**config.mk**
```make
export PLATFORM = sky130hd
export DESIGN_NAME = cpu_icache_flat
export DESIGN_NICKNAME = d
export VERILOG_FILES = /design/src/rtl/cpu_icache_if.sv /design/src/rtl/cpu_icache.sv /design/src/flat_wrapper.sv
export SDC_FILE = /design/constraint.sdc
export NUM_CORES = 1
export LEC_CHECK = 0
export BUFFER_PORTS_ARGS = -buffer_cell sky130_fd_sc_hd__buf_2
export CAP_MARGIN = 40
export CORE_MARGIN = 2
export CORE_UTILIZATION = 44
export DETAILED_ROUTE_END_ITERATION = 7
export GPL_TIMING_DRIVEN = 0
export HOLD_SLACK_MARGIN = 0.08
export PLACE_DENSITY = 0.81
export SYNTH_ARGS = -nofsm -noshare
export SYNTH_HDL_FRONTEND = slang
export SYNTH_SLANG_ARGS = --single-unit
```
**constraint.sdc**
```tcl
create_clock -name i_clock -period 5.2 [get_ports i_clock]
set_input_delay 0.52 -clock i_clock [delete_from_list [all_inputs] [get_ports i_clock]]
set_output_delay 0.52 -clock i_clock [all_outputs]
set_load 0.01 [all_outputs]
```
**src/rtl/cpu_icache_if.sv**
```systemverilog
`default_nettype none
// ============================================================================
// Module      : cpu_icache_if
// Description : Fetch-side and memory-bus signals of the instruction cache.
//               slave  = the cache itself
//               master = the environment (fetch unit plus memory bus)
// Revision    : 1.0 - initial release
// ============================================================================
interface cpu_icache_if;
    logic [31:0] i_input_pc;
    logic        i_stall;
    logic [31:0] o_rdata;
    logic        o_ready;
    logic        o_bus_request;
    logic        i_bus_ready;
    logic [31:0] o_bus_address;
    logic [31:0] i_bus_rdata;

    modport slave (
        input  i_input_pc, i_stall, i_bus_ready, i_bus_rdata,
        output o_rdata, o_ready, o_bus_request, o_bus_address
    );

    modport master (
        output i_input_pc, i_stall, i_bus_ready, i_bus_rdata,
        input  o_rdata, o_ready, o_bus_request, o_bus_address
    );
endinterface
`default_nettype wire

```
**src/rtl/cpu_icache.sv**
```systemverilog
`default_nettype none
// ============================================================================
// Module      : cpu_icache
// Description : Direct-mapped instruction cache, one 32-bit word per line.
//               Combinational lookup, single outstanding miss fill.
//               Build option CPU_ICACHE_EN:
//                 defined   - full array of 2^INDEX_BITS lines, flushed after
//                             reset one valid bit per cycle
//                 undefined - single-entry buffer holding the last filled
//                             word, no flush
// Revision    : 1.0 - initial release
// ============================================================================
module cpu_icache #(
    parameter int INDEX_BITS = 10
) (
    input  logic        i_clock,
    input  logic        i_reset,
    cpu_icache_if.slave bus
);

    localparam int TAG_BITS = 30 - INDEX_BITS;

    typedef enum logic [1:0] {
        S_FLUSH = 2'd0,
        S_IDLE  = 2'd1,
        S_FILL  = 2'd2
    } state_t;

`ifdef CPU_ICACHE_EN
    localparam state_t RESET_STATE = S_FLUSH;
`else
    localparam state_t RESET_STATE = S_IDLE;
`endif

    state_t                r_state;
    state_t                w_next_state;
    logic                  r_bus_request;
    logic [31:0]           r_bus_address;
    logic                  w_start_fill;
    logic                  w_fill_done;
    logic                  w_fill_write;
    logic                  w_hit;
    logic                  w_flush_last;
    logic [31:0]           w_line_data;
    logic [INDEX_BITS-1:0] w_pc_index;
    logic [TAG_BITS-1:0]   w_pc_tag;
    logic                  w_unused_bits;

    assign w_pc_index    = bus.i_input_pc[INDEX_BITS+1:2];
    assign w_pc_tag      = bus.i_input_pc[31:INDEX_BITS+2];
    // Byte-offset bits are word aligned by construction and carry no information.
    assign w_unused_bits = ^{bus.i_input_pc[1:0], r_bus_address[1:0]};

    // A fill response arriving in the same cycle as reset is discarded.
    assign w_fill_write  = w_fill_done && !i_reset;

`ifdef CPU_ICACHE_EN
    localparam int LINES = 1 << INDEX_BITS;

    logic [LINES-1:0]      r_valid;
    logic [TAG_BITS-1:0]   r_tag  [LINES];
    logic [31:0]           r_data [LINES];
    logic [INDEX_BITS-1:0] r_flush_count;
    logic [INDEX_BITS-1:0] w_fill_index;
    logic [TAG_BITS-1:0]   w_fill_tag;

    assign w_fill_index = r_bus_address[INDEX_BITS+1:2];
    assign w_fill_tag   = r_bus_address[31:INDEX_BITS+2];
    assign w_hit        = r_valid[w_pc_index] && (r_tag[w_pc_index] == w_pc_tag);
    assign w_line_data  = r_data[w_pc_index];
    assign w_flush_last = (r_flush_count == {INDEX_BITS{1'b1}});

    // Flush walk pointer: restarts on reset, advances once per FLUSH cycle.
    always_ff @(posedge i_clock) begin
        if (i_reset) begin
            r_flush_count <= '0;
        end else if (r_state == S_FLUSH) begin
            r_flush_count <= r_flush_count + 1'b1;
        end
    end

    // Valid bits: cleared one per cycle while flushing, set by a completed fill.
    always_ff @(posedge i_clock) begin
        if (r_state == S_FLUSH) begin
            r_valid[r_flush_count] <= 1'b0;
        end else if (w_fill_write) begin
            r_valid[w_fill_index] <= 1'b1;
        end
    end

    // Tag and data arrays: written only when a fill completes.
    always_ff @(posedge i_clock) begin
        if (w_fill_write) begin
            r_tag[w_fill_index]  <= w_fill_tag;
            r_data[w_fill_index] <= bus.i_bus_rdata;
        end
    end
`else
    logic        r_buf_valid;
    logic [29:0] r_buf_addr;
    logic [31:0] r_buf_data;

    assign w_hit        = r_buf_valid && (r_buf_addr == {w_pc_tag, w_pc_index});
    assign w_line_data  = r_buf_data;
    assign w_flush_last = 1'b1;

    // Single-entry buffer: remembers the most recently filled word.
    always_ff @(posedge i_clock) begin
        if (i_reset) begin
            r_buf_valid <= 1'b0;
        end else if (w_fill_write) begin
            r_buf_valid <= 1'b1;
            r_buf_addr  <= r_bus_address[31:2];
            r_buf_data  <= bus.i_bus_rdata;
        end
    end
`endif

    // Controller state register.
    always_ff @(posedge i_clock) begin
        if (i_reset) begin
            r_state <= RESET_STATE;
        end else begin
            r_state <= w_next_state;
        end
    end

    // Next-state decode: start a fill on an unstalled miss, finish on bus ready.
    always_comb begin
        w_next_state = r_state;
        w_start_fill = 1'b0;
        w_fill_done  = 1'b0;
        case (r_state)
            S_FLUSH: begin
                if (w_flush_last) begin
                    w_next_state = S_IDLE;
                end
            end
            S_IDLE: begin
                if (!w_hit && !bus.i_stall) begin
                    w_start_fill = 1'b1;
                    w_next_state = S_FILL;
                end
            end
            S_FILL: begin
                if (bus.i_bus_ready) begin
                    w_fill_done  = 1'b1;
                    w_next_state = S_IDLE;
                end
            end
            default: begin
                w_next_state = RESET_STATE;
            end
        endcase
    end

    // Bus request/address registers: latched at miss, held until the fill returns.
    always_ff @(posedge i_clock) begin
        if (i_reset) begin
            r_bus_request <= 1'b0;
            r_bus_address <= '0;
        end else if (w_start_fill) begin
            r_bus_request <= 1'b1;
            r_bus_address <= {bus.i_input_pc[31:2], 2'b00};
        end else if (w_fill_done) begin
            r_bus_request <= 1'b0;
        end
    end

    assign bus.o_ready       = w_hit && (r_state == S_IDLE);
    assign bus.o_rdata       = w_line_data;
    assign bus.o_bus_request = r_bus_request;
    assign bus.o_bus_address = r_bus_address;

endmodule
`default_nettype wire

```
**src/flat_wrapper.sv**
```systemverilog
// flat-port wrapper written by rule: the top's interface ports become plain ports
module cpu_icache_flat 
#(
    parameter int INDEX_BITS = 10
)
  (i_clock, i_reset, bus_i_input_pc, bus_i_stall, bus_i_bus_ready, bus_i_bus_rdata, bus_o_rdata, bus_o_ready, bus_o_bus_request, bus_o_bus_address);
  cpu_icache_if bus_i ();
  input  logic i_clock;
  input  logic i_reset;
  input wire logic [$bits(bus_i.i_input_pc)-1:0] bus_i_input_pc;
  input wire logic [$bits(bus_i.i_stall)-1:0] bus_i_stall;
  input wire logic [$bits(bus_i.i_bus_ready)-1:0] bus_i_bus_ready;
  input wire logic [$bits(bus_i.i_bus_rdata)-1:0] bus_i_bus_rdata;
  output wire logic [$bits(bus_i.o_rdata)-1:0] bus_o_rdata;
  output wire logic [$bits(bus_i.o_ready)-1:0] bus_o_ready;
  output wire logic [$bits(bus_i.o_bus_request)-1:0] bus_o_bus_request;
  output wire logic [$bits(bus_i.o_bus_address)-1:0] bus_o_bus_address;
  assign bus_i.i_input_pc = bus_i_input_pc;
  assign bus_i.i_stall = bus_i_stall;
  assign bus_i.i_bus_ready = bus_i_bus_ready;
  assign bus_i.i_bus_rdata = bus_i_bus_rdata;
  assign bus_o_rdata = bus_i.o_rdata;
  assign bus_o_ready = bus_i.o_ready;
  assign bus_o_bus_request = bus_i.o_bus_request;
  assign bus_o_bus_address = bus_i.o_bus_address;
  cpu_icache #(.INDEX_BITS(INDEX_BITS)) u_core (.i_clock(i_clock), .i_reset(i_reset), .bus(bus_i));
endmodule
```
==> metrics, run 1 <==
status completed; antenna violations before repair 0; grt ovf 0; DR WL/cell 15.5 um; vias in the first global route 2433; Initial Util 45.6%; post-synth top area share 49.7%; Netlist Area Pre-Place 3750 um^2; cell family with most CP delay simple AND/OR/NAND/NOR gates; Post-CTS Setup Bufs 0; final hold vios 0; CTS Buffer Depth 2; critical path cell sequence xnor2_1 -> nand4_1 -> nor4_4 -> nand2_1 -> nor2_1 -> buf_2; DR DRC count 0; final core utilization 58.5%; Resize count post-CTS 0; Nets 462; DP HPWL 5.94 mm; Yosys warnings 0; P&R area growth vs syn 28.4%; share of cells above drive strength 1 38.8%; ant diodes 0; Peak VDD IR 0.000173 V; critical path startpoint category register; slowest stage cell, crit path nor4_4; MaxCap Viol Count 0; critical path buffer and inverter count 1; post-route cell area 4810 um^2; DRT iter0 DRCs 65; GRT Total Usage 17.4%; Hold Path Class in2reg; WP data arrival 1900 ps; RSZ-0062 raised after global routing false; largest net degree at the start of global routing 26; PwrDens 317 nW/um^2; Synth area leaders edfxtp_1 50%, dfxtp_1 18%, nand2b_1 10%; # fillers 704; Mapped Cells 252; Worst-Skew Late Latency 360 ps; boundary pin count 134; Site Rows 33; Post-DP Area 4580 um^2; hold_buf cts 0; number of buffers added on ports 128; post-synth top area cell edfxtp_1; Static Leak 0.00195 uW; Setup Crit Path Kind reg2out; syn_area_per_cell 14.9 um^2; min Tclk post-route 2420 ps; Peak Freq 414 MHz; Vias per Instance 4.74; final worst path period share 46.5%; DRT Pass-1 Iters 4; Synth cell types 22; die area 9270 um^2; Die H 96.3 um; Crit path required time 4680 ps; die width 96.3 um; Inst Count DP 488; number of nets with antenna violations after routing 0; TNS Setup 0 ps; Pins Over Slew Limit 0; worst-path maximum fanout 2; clock root buffer clkbuf_8; H-tree depth 3; DR vias 2390; CTS Sinks 96; RD Place Congestion 0.725; final-report setup violation count 0; skew final 14.7 ps; CTS tree done; Max-slew headroom 52.4%; Core Region 8220 um^2; clock slew seen by the registers of the worst setup and hold paths 100 ps; Routed WL 7.82 mm; Critical Path Max Stage Delay 430 ps; first-pass GRT wire length 11.8 mm; sequential-to-total area share from yosys stat 67.9%; CTS Buf Count 9; non-filler cells, final 504; CP Capture Type output port; Slew @ Worst Pin 713 ps; Hold WS 335 ps; number of synthesized register bits 96
-- layout make-up --
cell class | instances | area [um^2] | share of cell area [%]
Tap cell | 105 | 131 | 2.73
Sequential cell | 96 | 2540 | 52.9
Clock buffer | 9 | 124 | 2.58
Inverter | 1 | 3.75 | 0.0781
Buffer | 12 | 75.1 | 1.56
Clock inverter | 7 | 100 | 2.08
Timing Repair Buffer | 130 | 696 | 14.5
Multi-Input combinational cell | 144 | 1140 | 23.6
-- metrics by stage --
step | total power, uW | worst slack, ps
finish | 1520 | 2780
global placement | 1000 | 215
detailed placement | 1010 | 2870
CTS | 1550 | 2740
floorplan | 938 | 1430
global route | 1590 | 2630
-- synth_stat cells (all sizes together) --
library cell  number
a211oi             1
a21oi              1
and2               1
buf                5
clkbuf             7
conb               1
dfxtp             34
edfxtp            62
inv                1
mux2i             30
nand2              1
nand2b            61
nand3              1
nand3b             1
nand4              7
nor2               2
nor3b              1
nor4               2
o21ba              2
o21bai             1
xnor2             30
-- logic make-up (layout without fill, tap and decap cells) --
logic type,Yosys count,count (layout),synth area share (%)
other,1,2,0.100
buffers and inverters,13,159,2.10
AOI/OAI and AO/OA,5,5,1.40
and+or+nand+nor,77,77,13.5
muxes,30,30,8.02
DFF,96,96,67.9
xor gates and xnor gates,30,30,7.01
-- layout by cell type, fill, tap and decap left out --
cell type | netlist | layout
a211oi_4 | 1 | 1
bufinv_16 | 0 | 2
buf_2 | 0 | 128
nor2_4 | 0 | 1
nand3_1 | 1 | 1
inv_1 | 1 | 1
mux2i_1 | 30 | 30
buf_6 | 3 | 3
clkinv_4 | 0 | 1
o21ba_1 | 2 | 2
dfxtp_1 | 34 | 34
o21bai_1 | 1 | 1
nor3b_1 | 1 | 1
xnor2_1 | 30 | 30
nand2b_1 | 61 | 61
buf_4 | 2 | 2
buf_16 | 0 | 2
nor2_1 | 2 | 1
clkinv_2 | 0 | 1
nor4_4 | 2 | 2
clkbuf_8 | 0 | 9
nand4_1 | 7 | 7
and2_1 | 1 | 1
nand2_1 | 1 | 1
conb_1 | 1 | 2
clkbuf_1 | 7 | 7
edfxtp_1 | 62 | 62
a21oi_1 | 1 | 1
nand3b_1 | 1 | 1
inv_6 | 0 | 3
-- worst paths after layout --
kind / cells after the start / from / to / slack [ps]
min reg2reg: 0 / u_core.bus.o_bus_address[23] / u_core.r_buf_addr[21] / 460
max reg2reg: 4 / u_core.r_state[0] / u_core.bus.o_rdata[14] / 3320
max: 6 / u_core.r_buf_addr[11] / bus_o_ready / 2780
min: 1 / bus_i_bus_rdata[6] / u_core.bus.o_rdata[6] / 340
-- routing by layer --
metal / GRT usage, % / wire length, um / up-vias
met1: 20.4 / 3150 / 1132
met3: 5.87 / 632 / 8
met4: 4.40 / 74 / 0
met2: 30.4 / 3960 / 95
li1: - / - / 1155
met5: 0 / 0 / -
-- state kept, by name, indices dropped and copies added, names as in the netlist --
signal	count
u_core.bus.o_bus_address	30
u_core.bus.o_bus_request	1
u_core.bus.o_rdata	32
u_core.r_buf_addr	30
u_core.r_buf_valid	1
u_core.r_state	2
-- where the power goes --
group | leakage [uW] | internal [uW] | switching, uW
logic | 0.00100 | 71.3 | 70.7
clock network | 0.000115 | 276 | 260
registers | 0.000831 | 832 | 13.8
total | 0.00195 | 1180 | 344
Power figures use the tool's default switching activity.
==> run 2, diff against run 1 <==
Settings changed: PLACE_DENSITY 0.81 to 0.84.
Clock period 5.2 ns to 2.07 ns, I/O delays scaled along.
==> metrics, run 2 (synthesized netlist as in run 1, its figures left out) <==
RSZ-0062 raised after global routing true; first-pass GRT wire length 12.6 mm; Static Leak 0.00209 uW; number of buffers added on ports 128; P&R area growth vs syn 36.7%; DR DRC count 0; CTS Buffer Depth 2; Peak VDD IR 0.000404 V; CTS Sinks 96; Hold Path Class in2reg; worst-path maximum fanout 2; Pins Over Slew Limit 0; DR vias 2500; vias in the first global route 2526; largest net degree at the start of global routing 24; RD Place Congestion 0.693; Critical Path Max Stage Delay 430 ps; final-report setup violation count 0; GRT Total Usage 18.6%; min Tclk post-route 2010 ps; CP Capture Type output port; critical path cell sequence xnor2_2 -> nand4_1 -> nor4_4 -> nand2_1 -> nor2_1 -> buf_2; Vias per Instance 4.65; share of cells above drive strength 1 37.0%; skew final 14.0 ps; Die H 96.3 um; die width 96.3 um; # fillers 660; CTS tree done; die area 9270 um^2; Setup Crit Path Kind reg2out; Site Rows 33; Hold WS 133 ps; critical path startpoint category register; Worst-Skew Late Latency 350 ps; WP data arrival 1800 ps; Core Region 8220 um^2; grt ovf 0; PwrDens 705 nW/um^2; DR WL/cell 15.7 um; Nets 496; Peak Freq 498 MHz; MaxCap Viol Count 0; antenna violations before repair 0; H-tree depth 3; clock root buffer clkbuf_8; max reg flops 32; total power 3610 uW; final hold vios 0; slowest stage cell, crit path edfxtp_1; most common cell after layout, fill and taps aside buf_2; Crit path required time 1860 ps; boundary pin count 134; DRT Pass-1 Iters 4; Initial Util 45.6%; dpl ws 142 ps; Max-slew headroom 52.0%; final worst path period share 97.0%; register area 2540 um^2; ant diodes 0; status completed; post-route cell area 5120 um^2; Slew @ Worst Pin 718 ps; final worst setup slack 63.1 ps; clock slew seen by the registers of the worst setup and hold paths 100 ps; Routed WL 8.43 mm; Post-DP Area 4580 um^2; DRT iter0 DRCs 90; commonest non-fill, non-tap cells in the layout 128 x buf_2, 62 x edfxtp_1, 61 x nand2b_1; multi-input logic area 1170 um^2; number of nets with antenna violations after routing 0; DP HPWL 5.85 mm; CTS Buf Count 9
run 2: changes by cell type in the layout (fill, tap and decap cells not counted), moves of 2 or more:
cell	previous run	this run
buf_4	2	4
bufinv_16	2	0
xnor2_1	30	26
dlygate4sd3_1	0	32
xnor2_2	0	4
run 2: power by group:
group	internal, uW	switching (uW)	leakage, uW	total [uW]
clock network	444	632	0.0000870	1080
registers	2090	36.3	0.000831	2130
logic	221	186	0.00117	407
total	2760	855	0.00209	3610
run 2: timing repair:
action / in CTS / in global routing
buffers inserted: 2 / 0
hold endpoints to repair: 32 / 0
resized for setup: 0 / 4
hold buffers: 32 / 0
endpoints found under the setup margin: 1 / 1
pin swaps: 2 / 3
run 2: metal layers:
| metal | global-route usage, % | share of wire (%) | up-vias |
|---|---|---|---|
| met5 | 0 | 0 | - |
| met1 | 21.8 | 42 | 1181 |
| met2 | 32.2 | 50 | 85 |
| li1 | - | - | 1219 |
| met4 | 7.14 | 2.1 | 0 |
| met3 | 5.32 | 6.0 | 15 |
run 2: worst paths after layout:
path                        startpoint                      endpoint  slack (ps)  cells after the start
setup / recovery  u_core.r_buf_addr[0]                   bus_o_ready          60                      6
hold / removal      bus_i_input_pc[27]  u_core.bus.o_bus_address[27]         130                      3
setup reg to reg     u_core.r_state[0]         u_core.bus.o_rdata[5]         160                      4
hold reg to reg     u_core.r_buf_valid            u_core.r_buf_valid         460                      2
run 2: final cells by class:
type                            count  area share [%]
Buffer                             12            1.47
Multi-Input combinational cell    144            22.8
Clock inverter                      6           0.855
Sequential cell                    96            49.6
Clock buffer                       10            2.49
Tap cell                          105            2.57
Inverter                            1          0.0733
Timing Repair Buffer              164            20.1
run 2: worst max-delay path, delay by kind of cell (launching register included):
family                 cells  cell delay, ps
XOR/XNOR                   1             150
buffers and inverters      1             140
flip-flops                 1             430
AND/OR/NAND/NOR            4             730
run 2: metrics by stage:
step	instances	utilization [%]	TNS (ps)
CTS	538	62.0	0
global placement	486	55.1	-11530
finish	538	62.3	0
floorplan	253	-	0
global route	538	62.3	-34.7
detailed placement	488	55.8	0
==> run 3, diff against run 2 <==
Settings changed: ABC_AREA set to 1, PLACE_DENSITY 0.84 to 0.82.
==> metrics, run 3 <==
Max-slew headroom 57.9%; M1 WL 4.33 mm; final-report setup violation count 0; post-synth top area cell edfxtp_1; DR vias 3622; Hold Path Class in2reg; RD Place Congestion 0.832; critical path startpoint category register; met2 wire length 5.73 mm; GRT Total Usage 22.2%; Worst Hold Path EP u_core.r_state[0]; share of cells above drive strength 1 29.7%; TNS Setup 0 ps; end of the worst register-to-register path u_core.bus.o_rdata[13]; commonest non-fill, non-tap cells in the layout 150 x nand2_1, 138 x buf_2, 87 x nor2_1; register area 2540 um^2; Site Rows 35; Synth top cells by count 152 x nand2_1, 92 x nor2_1, 80 x inv_1, 62 x edfxtp_1, 34 x dfxtp_1; post-route cell area 5680 um^2; Setup Crit Path Kind reg2out; number of synthesized register bits 96; Crit path required time 1860 ps; DRT iter0 DRCs 163; final worst path period share 97.4%; Nets 733; clock slew seen by the registers of the worst setup and hold paths 110 ps; WL met3 1.03 mm; Synth area leaders edfxtp_1 44%, dfxtp_1 16%, nand2_1 14%; Vias per Instance 4.53; Worst-Skew Late Latency 370 ps; die area 10300 um^2; Initial Util 45.3%; ys flop type edfxtp_1; CP Capture Type output port; Netlist Area Pre-Place 4190 um^2; top layer in use met4; largest net degree at the start of global routing 32; number of nets with antenna violations after routing 0; max reg flops 32; Static Leak 0.00286 uW; syn_area_per_cell 8.69 um^2; final hold vios 0; CTS tree done; status completed; die width 102 um; Synth cell types 17; MaxCap Viol Count 0; CTS Sinks 96; Inst Count DP 743; PwrDens 703 nW/um^2; Slew @ Worst Pin 631 ps; Core Region 9240 um^2; worst-path maximum fanout 3; worst reg2reg path depth 5; Peak Freq 496 MHz; clock root buffer clkbuf_8; WP data arrival 1810 ps; DRT Pass-1 Iters 4; Mapped Cells 482; Die H 102 um; Worst Hold Launch bus_i_bus_ready; Routed WL 11.3 mm; DP HPWL 7.66 mm; grt ovf 0; antenna violations before repair 1; number of buffers added on ports 129; FF-to-FF setup slack 220 ps; boundary pin count 134; Peak VDD IR 0.000643 V; min Tclk post-route 2020 ps; multi-input logic area 1270 um^2; CTS Buf Count 9; most common cell after layout, fill and taps aside nand2_1; Post-synth EDFFs 62; Pins Over Slew Limit 0; Yosys warnings 0; P&R area growth vs syn 35.6%; skew final 20.6 ps; ant diodes 0; RSZ-0062 raised after global routing true; RR Startpoint u_core.r_state[0]; # fillers 771; most common cell in the netlist nand2_1; Post-DP Area 5050 um^2; H-tree depth 3; Post-synth ARST share 0%; sequential-to-total area share from yosys stat 60.7%; CTS Buffer Depth 2; non-filler cells, final 799; first-pass GRT wire length 17.6 mm; DR WL/cell 14.1 um; Cells on Worst Hold Path 4; DR DRC count 0; post-synth top area share 44.4%; vias in the first global route 3701
run 3: worst max-delay path by stage:
stage,start,end,slack (ps),cells past startpoint
2_1_floorplan,u_core.r_state[0],u_core.bus.o_rdata[0],220,3
3_3_place_gp,u_core.r_state[0],u_core.bus.o_rdata[19],-180,3
3_5_place_dp,u_core.r_state[0],u_core.bus.o_rdata[31],270,5
4_1_cts,u_core.r_buf_addr[20],bus_o_ready,20,11
5_1_grt,u_core.r_buf_addr[27],bus_o_ready,-50,9
6_report,u_core.r_buf_addr[28],bus_o_ready,50,11
run 3: repair_timing:
action,4_1_cts,5_1_grt
setup buffers,2,5
endpoints found under the hold margin,34,0
hold buffers,33,0
setup endpoints to repair,1,1
pin swaps,3,12
resized for setup,1,8
run 3: routing by layer:
layer / up-vias / track usage (%)
li1: 1827 / -
met1: 1656 / 24.7
met2: 128 / 38.6
met3: 11 / 8.56
met4: 0 / 7.80
met5: - / 0
run 3: cell type report:
class	instances	area share, %
clock inverter	6	1.59
tap	129	2.84
multi-input combinational	289	22.3
sequential	96	44.8
buffer	14	1.72
inverter	84	5.55
timing repair buffer	171	18.9
clock buffer	10	2.25
run 3: per-stage QoR:
stage | utilization [%] | total power [uW] | hold WS, ps | worst slack [ps]
6_report | 61.5 | 3990 | 161 | 54.7
3_5_place_dp | 54.7 | 2620 | 385 | 265
2_1_floorplan | - | 2430 | 276 | 223
4_1_cts | 60.8 | 3990 | 167 | 23.6
5_1_grt | 61.5 | 4140 | 186 | -46.6
3_3_place_gp | 54.2 | 2600 | 383 | -179
run 3: power breakdown:
part	switching [uW]	internal, uW
sequential	43.5	2100
clock	669	688
combinational	267	219
total	979	3010
run 3: kinds of logic after synthesis:
logic type | after synthesis | share of synthesized area [%]
buffers and inverters | 98 | 9.77
XOR/XNOR | 3 | 0.627
AO/OA/AOI/OAI | 3 | 0.358
flip-flops | 96 | 60.7
other | 1 | 0.0895
AND/OR/NAND/NOR | 281 | 28.5
run 3: critical path, cell delays in order (launching register included):
cell and delay (ps):
edfxtp_1 410, nand2_1 90, nand2_1 70, inv_1 60
nand2_1 50, nor2_2 130, nand2_2 90, nor2_4 120
nand2_2 80, buf_8 130, nor2_2 90, buf_2 140
